**src/rtl/iq_mixer.sv**
```systemverilog
// iq_mixer: quadrature carrier mixer ahead of the SSB phasing combiner.
// Each accepted audio sample is multiplied by cos and sin of an NCO phase,
// using a quarter-wave sine ROM and one shared multiplier sequenced by an FSM.
// Optional feature: define IQ_MIXER_PHASE_DITHER_EN to add LFSR phase dither
// below the ROM address bits before the quadrant decode.
module iq_mixer #(
    parameter int PHASE_W = 32,
    parameter int LUT_AW  = 8,
    parameter int DATA_W  = 24,
    parameter int COEF_W  = 16
) (
    input  logic               clk,
    input  logic               rst,
    input  logic               next_lrclk_fall,
    input  logic               ena,
    input  logic               phase_clr,
    input  logic [PHASE_W-1:0] phase_inc,
    input  logic [DATA_W-1:0]  x_in,
    output logic [DATA_W-1:0]  i_out,
    output logic [DATA_W-1:0]  q_out,
    output logic               o_valid,
    output logic               busy,
    output logic               overrun
);

    localparam int ROM_N  = 1 << LUT_AW;
    localparam int TOP_W  = LUT_AW + 2;
    localparam int PROD_W = DATA_W + COEF_W;
    localparam logic signed [PROD_W-1:0] ROUND_BIAS = PROD_W'(1) << (COEF_W - 2);

    typedef enum logic [2:0] {IDLE, ADDR, READ, MUL_I, MUL_Q} MixState;

    MixState                    r_state;
    MixState                    w_nextState;
    logic [PHASE_W-1:0]         r_acc;
    logic [PHASE_W-1:0]         w_accBase;
    logic [TOP_W-1:0]           w_phTop;
    logic [TOP_W-1:0]           r_phTop;
    logic [TOP_W-1:0]           w_cosTop;
    logic signed [DATA_W-1:0]   r_x;
    logic [LUT_AW-1:0]          r_sinAddr;
    logic [LUT_AW-1:0]          r_cosAddr;
    logic                       r_sinNeg;
    logic                       r_cosNeg;
    logic [COEF_W-1:0]          r_sinRom;
    logic [COEF_W-1:0]          r_cosRom;
    logic [COEF_W-1:0]          w_coefMag;
    logic                       w_coefNeg;
    logic signed [COEF_W-1:0]   w_coef;
    logic signed [PROD_W-1:0]   w_prod;
    logic signed [PROD_W-1:0]   r_prodI;
    logic signed [PROD_W-1:0]   r_prodQ;
    logic [DATA_W-1:0]          w_iRes;
    logic [DATA_W-1:0]          w_qRes;
    logic                       r_outPend;
    logic [DATA_W-1:0]          r_iOut;
    logic [DATA_W-1:0]          r_qOut;
    logic                       r_valid;
    logic                       r_overrun;
    logic                       w_strobe;
    logic                       w_busy;
    logic                       w_accept;
    logic [COEF_W-1:0]          w_rom [ROM_N];

    // Quarter-wave table entry k = round(A*sin(pi/2*(k+0.5)/N)), computed at
    // elaboration with a Q30 Taylor series so no real arithmetic is needed.
    function automatic logic [COEF_W-1:0] sinEntry(input int k);
        longint halfPi;
        longint x;
        longint x2;
        longint term;
        longint acc;
        longint amp;
        halfPi = 64'sd1686629713;
        x      = ((2 * longint'(k) + 1) * halfPi) >>> (LUT_AW + 1);
        x2     = (x * x) >>> 30;
        term   = x;
        acc    = x;
        for (int n = 1; n <= 8; n++) begin
            term = -((term * x2) >>> 30) / longint'((2 * n) * (2 * n + 1));
            acc  = acc + term;
        end
        amp = (longint'(1) <<< (COEF_W - 1)) - 1;
        return COEF_W'((acc * amp + (longint'(1) <<< 29)) >>> 30);
    endfunction

    for (genvar k = 0; k < ROM_N; k++) begin : g_rom
        localparam logic [COEF_W-1:0] ENTRY = sinEntry(k);
        assign w_rom[k] = ENTRY;
    end

    // The output stage runs one cycle after MUL_Q, so busy covers it too;
    // this keeps strobes in the final cycle of a sample from being accepted.
    assign w_strobe  = next_lrclk_fall & ena;
    assign w_busy    = (r_state != IDLE) | r_outPend;
    assign w_accept  = w_strobe & ~w_busy;
    assign w_accBase = phase_clr ? '0 : r_acc;
    assign w_cosTop  = r_phTop + TOP_W'(1 << (TOP_W - 2));

`ifdef IQ_MIXER_PHASE_DITHER_EN
    localparam int DITHER_W = PHASE_W - 2 - LUT_AW;
    localparam logic [PHASE_W-1:0] DITHER_MASK = (PHASE_W'(1) << DITHER_W) - PHASE_W'(1);
    logic [15:0]        r_lfsr;
    logic [PHASE_W-1:0] w_dither;

    assign w_dither = PHASE_W'(r_lfsr) & DITHER_MASK;

    // Dither source: Fibonacci LFSR stepped once per accepted sample
    always_ff @(posedge clk) begin
        if (rst) begin
            r_lfsr <= 16'hACE1;
        end else if (w_accept) begin
            r_lfsr <= {r_lfsr[14:0], r_lfsr[15] ^ r_lfsr[13] ^ r_lfsr[12] ^ r_lfsr[10]};
        end
    end

    assign w_phTop = TOP_W'((w_accBase + w_dither) >> (PHASE_W - TOP_W));
`else
    assign w_phTop = w_accBase[PHASE_W-1 -: TOP_W];
`endif

    // State register
    always_ff @(posedge clk) begin
        if (rst) begin
            r_state <= IDLE;
        end else begin
            r_state <= w_nextState;
        end
    end

    // Next-state logic: fixed walk through the datapath after each accept
    always_comb begin
        w_nextState = r_state;
        case (r_state)
            IDLE:    if (w_accept) w_nextState = ADDR;
            ADDR:    w_nextState = READ;
            READ:    w_nextState = MUL_I;
            MUL_I:   w_nextState = MUL_Q;
            MUL_Q:   w_nextState = IDLE;
            default: w_nextState = IDLE;
        endcase
    end

    // Phase accumulator, sample capture and dropped-strobe flag
    always_ff @(posedge clk) begin
        if (rst) begin
            r_acc     <= '0;
            r_phTop   <= '0;
            r_x       <= '0;
            r_overrun <= 1'b0;
        end else begin
            r_overrun <= w_strobe & w_busy;
            if (w_accept) begin
                r_acc   <= w_accBase + phase_inc;
                r_phTop <= w_phTop;
                r_x     <= x_in;
            end else if (phase_clr) begin
                r_acc <= '0;
            end
        end
    end

    // Quadrant decode for both carriers, then the two-port ROM read
    always_ff @(posedge clk) begin
        if (rst) begin
            r_sinAddr <= '0;
            r_cosAddr <= '0;
            r_sinNeg  <= 1'b0;
            r_cosNeg  <= 1'b0;
            r_sinRom  <= '0;
            r_cosRom  <= '0;
        end else begin
            if (r_state == ADDR) begin
                r_sinAddr <= r_phTop[TOP_W-2] ? ~r_phTop[LUT_AW-1:0] : r_phTop[LUT_AW-1:0];
                r_sinNeg  <= r_phTop[TOP_W-1];
                r_cosAddr <= w_cosTop[TOP_W-2] ? ~w_cosTop[LUT_AW-1:0] : w_cosTop[LUT_AW-1:0];
                r_cosNeg  <= w_cosTop[TOP_W-1];
            end
            if (r_state == READ) begin
                r_sinRom <= w_rom[r_sinAddr];
                r_cosRom <= w_rom[r_cosAddr];
            end
        end
    end

    // Shared multiplier: cosine coefficient in MUL_I, sine in MUL_Q
    always_comb begin
        w_coefMag = r_sinRom;
        w_coefNeg = r_sinNeg;
        if (r_state == MUL_I) begin
            w_coefMag = r_cosRom;
            w_coefNeg = r_cosNeg;
        end
        w_coef = w_coefNeg ? -$signed(w_coefMag) : $signed(w_coefMag);
        w_prod = PROD_W'(r_x) * PROD_W'(w_coef);
    end

    assign w_iRes = DATA_W'((r_prodI + ROUND_BIAS) >>> (COEF_W - 1));
    assign w_qRes = DATA_W'((r_prodQ + ROUND_BIAS) >>> (COEF_W - 1));

    // Product capture and simultaneous rounded update of both outputs
    always_ff @(posedge clk) begin
        if (rst) begin
            r_prodI   <= '0;
            r_prodQ   <= '0;
            r_outPend <= 1'b0;
            r_iOut    <= '0;
            r_qOut    <= '0;
            r_valid   <= 1'b0;
        end else begin
            r_valid   <= r_outPend;
            r_outPend <= 1'b0;
            if (r_state == MUL_I) begin
                r_prodI <= w_prod;
            end
            if (r_state == MUL_Q) begin
                r_prodQ   <= w_prod;
                r_outPend <= 1'b1;
            end
            if (r_outPend) begin
                r_iOut <= w_iRes;
                r_qOut <= w_qRes;
            end
        end
    end

    assign i_out   = r_iOut;
    assign q_out   = r_qOut;
    assign o_valid = r_valid;
    assign busy    = w_busy;
    assign overrun = r_overrun;

endmodule

```
**config.mk**
```make
export PLATFORM = sky130hd
export DESIGN_NAME = iq_mixer
export DESIGN_NICKNAME = d
export VERILOG_FILES = /design/src/rtl/iq_mixer.sv
export SDC_FILE = /design/constraint.sdc
export NUM_CORES = 2
export LEC_CHECK = 0
export ABC_AREA = 1
export BUFFER_PORTS_ARGS = -buffer_cell sky130_fd_sc_hd__buf_2
export CORE_MARGIN = 2
export CORE_UTILIZATION = 57
export DETAILED_ROUTE_END_ITERATION = 10
export PLACE_DENSITY = 0.75
export SLEW_MARGIN = 20
export SYNTH_ARGS = -nofsm -noshare
export SYNTH_HDL_FRONTEND = slang
export SYNTH_SLANG_ARGS = --single-unit
```
**constraint.sdc**
```tcl
create_clock -name clk -period 8.4 [get_ports clk]
set_clock_uncertainty 0.2 [all_clocks]
set_input_delay 0.84 -clock clk [delete_from_list [all_inputs] [get_ports clk]]
set_output_delay 0.84 -clock clk [all_outputs]
set_load 0.05 [all_outputs]
```
; ---- Yosys cells after proc, flatten, opt, wreduce, memory -nomap -nowiden
; Memories as Yosys holds them, arrays and structs flattened. A register that Yosys moved wholly into a read port is not among the register bits.
; Cells that the tools add are included.
[word_totals]
romBits = 8192
n_memories = 2
ff_bits = 216
in_bits = 61
[classes]
bitwise = 9
reduce_logical = 2
muxes = 10
eq_ne = 5
add_sub_neg = 5
n_mul = 1
[memory_table]
columns = memory, depth, word_bits, read_ports, rd_ports_with_merged_regs, write_ports, line_no
row1 = (no name shown), 256, 16, 1, 1, 0, 181  ; r_cosRom <= w_rom[r_cosAddr];
row2 = (no name shown), 256, 16, 1, 1, 0, 180  ; r_sinRom <= w_rom[r_sinAddr];
[ops]
columns = cell, n
row1 = adder 39 x 16 -> 39 bit (second input constant), 2
row2 = two-way mux 32 bit, 2
row3 = multiplier 24 x 16 -> 39 bit, 1
row4 = adder 32 bit, 1
row5 = two-way mux 16 bit, 2
row6 = NOT 8 -> 9 bit, 2
row7 = two-way mux 8 bit, 2
row8 = negator 16 bit, 1
row9 = NOT 8 bit, 2
row10 = case mux 3 bit (4 select lines), 1
row11 = adder 10 x 9 -> 10 bit (second input constant), 1
row12 = equality test 3 x 2 -> 1 bit (second input constant), 2
row13 = AND 1 bit, 3
row14 = equality test 3 x 1 -> 1 bit (second input constant), 1
row15 = equality test 3 bit (second input constant), 1
row16 = zero test 3 bit, 1
row17 = two-way mux 3 bit, 1
row18 = nonzero test 3 bit, 1
row19 = two-way mux 1 bit, 2
row20 = inequality test 2 bit (second input constant), 1
row21 = NOT 1 bit, 1
row22 = OR 1 bit, 1

; ---- Depth between registers and ports, before layout
[logic_depth]
word_depth = 6
depth_mapped = 42
ltp_nobuf = 39

; ---- Worst setup path before layout
; OpenSTA, ideal clock, no wires.
[synth_timing]
path_type = reg-to-reg
startpoint = register r_state[2]
endpoint = register r_prodI[32]
t_required_ps = 8091
path_stages_with_launch = 41
synth_period_minus_slack_ps = 7181
setup_time_ps = 109
t_arrival_ps = 6872
slack_ps = 1219
path_cell_list = dfxtp_1 -> inv_2 -> nand3_4 -> buf_6 -> nand2_2 -> nand2_2 -> clkbuf_1 -> ha_1 -> nand2_1 -> nor2_2 -> nor2_1 -> nand3_1 -> nand2_1 -> inv_1 -> clkbuf_1 -> nand2_1 -> fa_1 -> inv_1 -> [5 not listed] -> fa_1 -> inv_1 -> fa_1 -> inv_1 -> ha_1 -> a21oi_1 -> inv_1 -> a31oi_1 -> o21ai_0 -> a21oi_1 -> nand2_1 -> nand2_1 -> nand2_1 -> a21oi_1 -> nand2b_1 -> nand3_1 -> nand2_1 -> inv_1
[synth_between]
elab_chain_cells = 5
word_cells_on_any_way = 6
[synth_rtl]
columns = item, line_no
row1 = from (decl), 33  ; MixState r_state;
row2 = from (signal assigned), 127  ; r_state <= w_nextState;
row3 = equality test 3 x 2 -> 1 bit (*), "190, 213"
row4 = two-way mux 16 bit, 190  ; if (r_state == MUL_I) begin
row5 = negator 16 bit, 194  ; w_coef = w_coefNeg ? -$signed(w_coefMag) : $signed(w_coefMag);
row6 = two-way mux 16 bit, 194
row7 = multiplier 24 x 16 -> 39 bit, 195  ; w_prod = PROD_W'(r_x) * PROD_W'(w_coef);
row8 = to (signal assigned), 214  ; r_prodI <= w_prod;
row9 = to (decl), 51  ; logic signed [PROD_W-1:0] r_prodI;
; Every way passes the cells marked *; elsewhere a longest branch is shown, timed or not.
; A chain may end at the register's enable or synchronous reset.

; ---- Worst setup path in the final report
; Ends and elaborated chain as after synthesis.

==> results.toml <==
[cells_and_area]
drive_gt1_share_pct = 6.48
final_common_cell = "inv_1"
diodes = 0
fin_cells = 5470
fill_cells = 5245
final_cell_mix = "inv_1, nand2_1, nor2_1"
final_nets = 5289
area_growth_pct = 6.66

[clocking]
htreeDepth = 1
cts_tree = "built"
clk_latency_ns = 0.60
cts_root_buffer = "clkbuf_16"
clock_sinks = 218
cts_inserted_buffers = 27
clockBufferDepth = 3
clk_pin_slew_ns = 0.06
cts_hold_buf = 0

[critical_path]
cp-start-kind = "flop"
worst_ep_arrival_time_ns = 8.24
crit_required_ns = 8.66
endpoint_kind = "flop"
crit_type = "reg -> reg"
ff2ff_setup_slack_ns = 0.43
crit_fanout = 15
max_stage_delay_ns = 0.60
crit_slowest_cell = "fa_1"

[power]
seqPwrFrac_pct = 23.3
p_switching_uw = 2410
swShare_pct = 48.0
leakagePower_uw = 0.0173
pwr-share-comb_pct = 51.8
p_total_uw = 5030
p_per_area_mw_per_mm2 = 149
clkPwrFrac_pct = 25.0
peakVddDrop_v = 0.000161
p_int_uw = 2610

[synthesis]
syn_area_mm2 = 0.0317
yosys_warnings = 0
synth_seq_cells = 218
synth_area_leader_cell = "fa_1"
synth_cell_type_count = 64
seq_area_frac_synth_pct = 13.8
postSynthCellCount = 4712
synth.top_cells.by_area = "fa_1, dfxtp_1, inv_1, nand2_1, ha_1"
async_flop_share_pct = 0
syn-num-nets = 5300
synth-edff-count = 0
synth_top_area_share_pct = 23.2
syn_avg_cell_area_um2 = 6.73
ys.flop_type = "dfxtp_1"

[sta]
period_share_pct = 94.9
whs_ns = 0.265
drv_slew = 0
max_freq_ghz = 0.125
finalSetupViolations = 0
hold_violations = 0
finalSetupTns_ns = 0
slew_headroom_pct = 33.1
layout_min_cycle_time_ns = 7.97
tightest_slew_ns = 0.994

[detailed_routing]
finalWirelength_um = 117000
drc = 0
wl_per_cell_um = 21.4
firstDrtPassIters = 9
routed_via_density = 6.00
drt-initial-drc-count = 4253
vias = 32800
drtAntennaViolNets = 0

[job]
drv_cap = 0

[global_routing]
grt_pass1_wl_um = 183000
grt_max_degree = 84
grt_usage_pct = 41.2
grt_pass1_vias = 31600
antenna_found_initial = 4
gr-total-overflow = 0

[placement]
io_buffers = 111
dp.cells = 5412
place.gp.congestion = 1.08
dpl.hpwl_um = 89100

[worst_hold_path]
hold_class = "reg -> reg"

[die]
die_h_um = 240
chipWidth_um = 240
rows = 86
io_pins = 112
core_mm2 = 0.0551
die_area_mm2 = 0.0576
start_util_pct = 57.6

[run_status]
outcome = "finished clean"
[cells in the mapped netlist (27+ instances only)]
| cell | n |
|---|---|
| a21oi_1 | 307 |
| nor3_1 | 44 |
| nand4_1 | 33 |
| o21ai_0 | 370 |
| nor2_1 | 520 |
| dfxtp_1 | 218 |
| inv_1 | 931 |
| fa_1 | 368 |
| a31oi_1 | 41 |
| ha_1 | 159 |
| buf_1 | 27 |
| nand2_1 | 888 |
| o211ai_1 | 78 |
| nand3_1 | 193 |
| o221ai_1 | 29 |
| xor2_1 | 60 |
| clkbuf_1 | 167 |
[critical path, delay by kind of cell, from the launching register on]
kind	cells	cell delay [ns]
adder cells (fa/ha/maj)	8	3.71
AND/OR/NAND/NOR	15	1.81
buffers and inverters	7	0.65
flip-flops	1	0.50
AO/OA/AOI/OAI	6	0.99
[metal layers]
metal / routed length [um] / GRT usage [%]
met4: 5010 / 15.1
met1: 48100 / 57.6
met3: 15500 / 12.3
met2: 48500 / 60.0
met5: 21 / 0
[per-stage QoR]
step                util (%)  worst slack [ns]  cell area (um^2)
finish                  61.4             0.426             33800
global route            61.4          -0.00317             33800
CTS                     61.2             0.309             33700
detailed placement      59.5             0.404             32800
global placement        59.5             0.491             32800
floorplan                  -              1.22             31700
[worst paths after layout]
path                       to  cells past startpoint  startpoint
setup / recovery  r_prodI[32]                     36  r_state[2]
hold reg to reg    r_phTop[1]                      2   r_acc[23]
setup reg to reg  r_prodI[32]                     36  r_state[2]
hold / removal     r_phTop[1]                      2   r_acc[23]
[layout make-up]
| cell class | instances | area (um^2) | area share (%) |
|---|---|---|---|
| Multi-Input combinational cell | 3331 | 23000 | 67.9 |
| Sequential cell | 218 | 4380 | 12.9 |
| Inverter | 951 | 3580 | 10.6 |
| Timing Repair Buffer | 172 | 1030 | 3.05 |
| Tap cell | 748 | 936 | 2.77 |
| Clock buffer | 38 | 767 | 2.27 |
| Clock inverter | 12 | 169 | 0.499 |
[registers in the layout (all words and copies together), names as in the netlist, 10 cells and up]
signal    count
r_acc        32
r_prodI      25
r_prodQ      25
i_out        24
q_out        24
r_x          24
r_cosRom     15
r_sinRom     15
r_phTop      10
[power by group through the flow]
stage | combinational (uW) | sequential (uW) | clock (uW)
final | 2600 | 1170 | 1250
after global routing | 2830 | 1170 | 1300
after CTS | 2480 | 1160 | 1260
after detailed placement | 2440 | 1190 | 0
after global placement | 2460 | 1190 | 0
after floorplan | 1660 | 1140 | 0
[what timing repair did]
action                     4_1_cts  5_1_grt
buffers inserted                 0        6
resized for setup                0       11
setup endpoints to repair        0       34
[cell families after synthesis]
logic type               after synthesis  synth area share [%]
flip-flops                           218                  13.8
buffers and inverters               1165                  14.0
AO/OA/AOI/OAI                        967                  17.7
adder cells (fa/ha/maj)              527                  29.5
AND/OR/NAND/NOR                     1752                  22.8
XOR/XNOR                              83                  2.29
(Power assumes the default switching activity.)
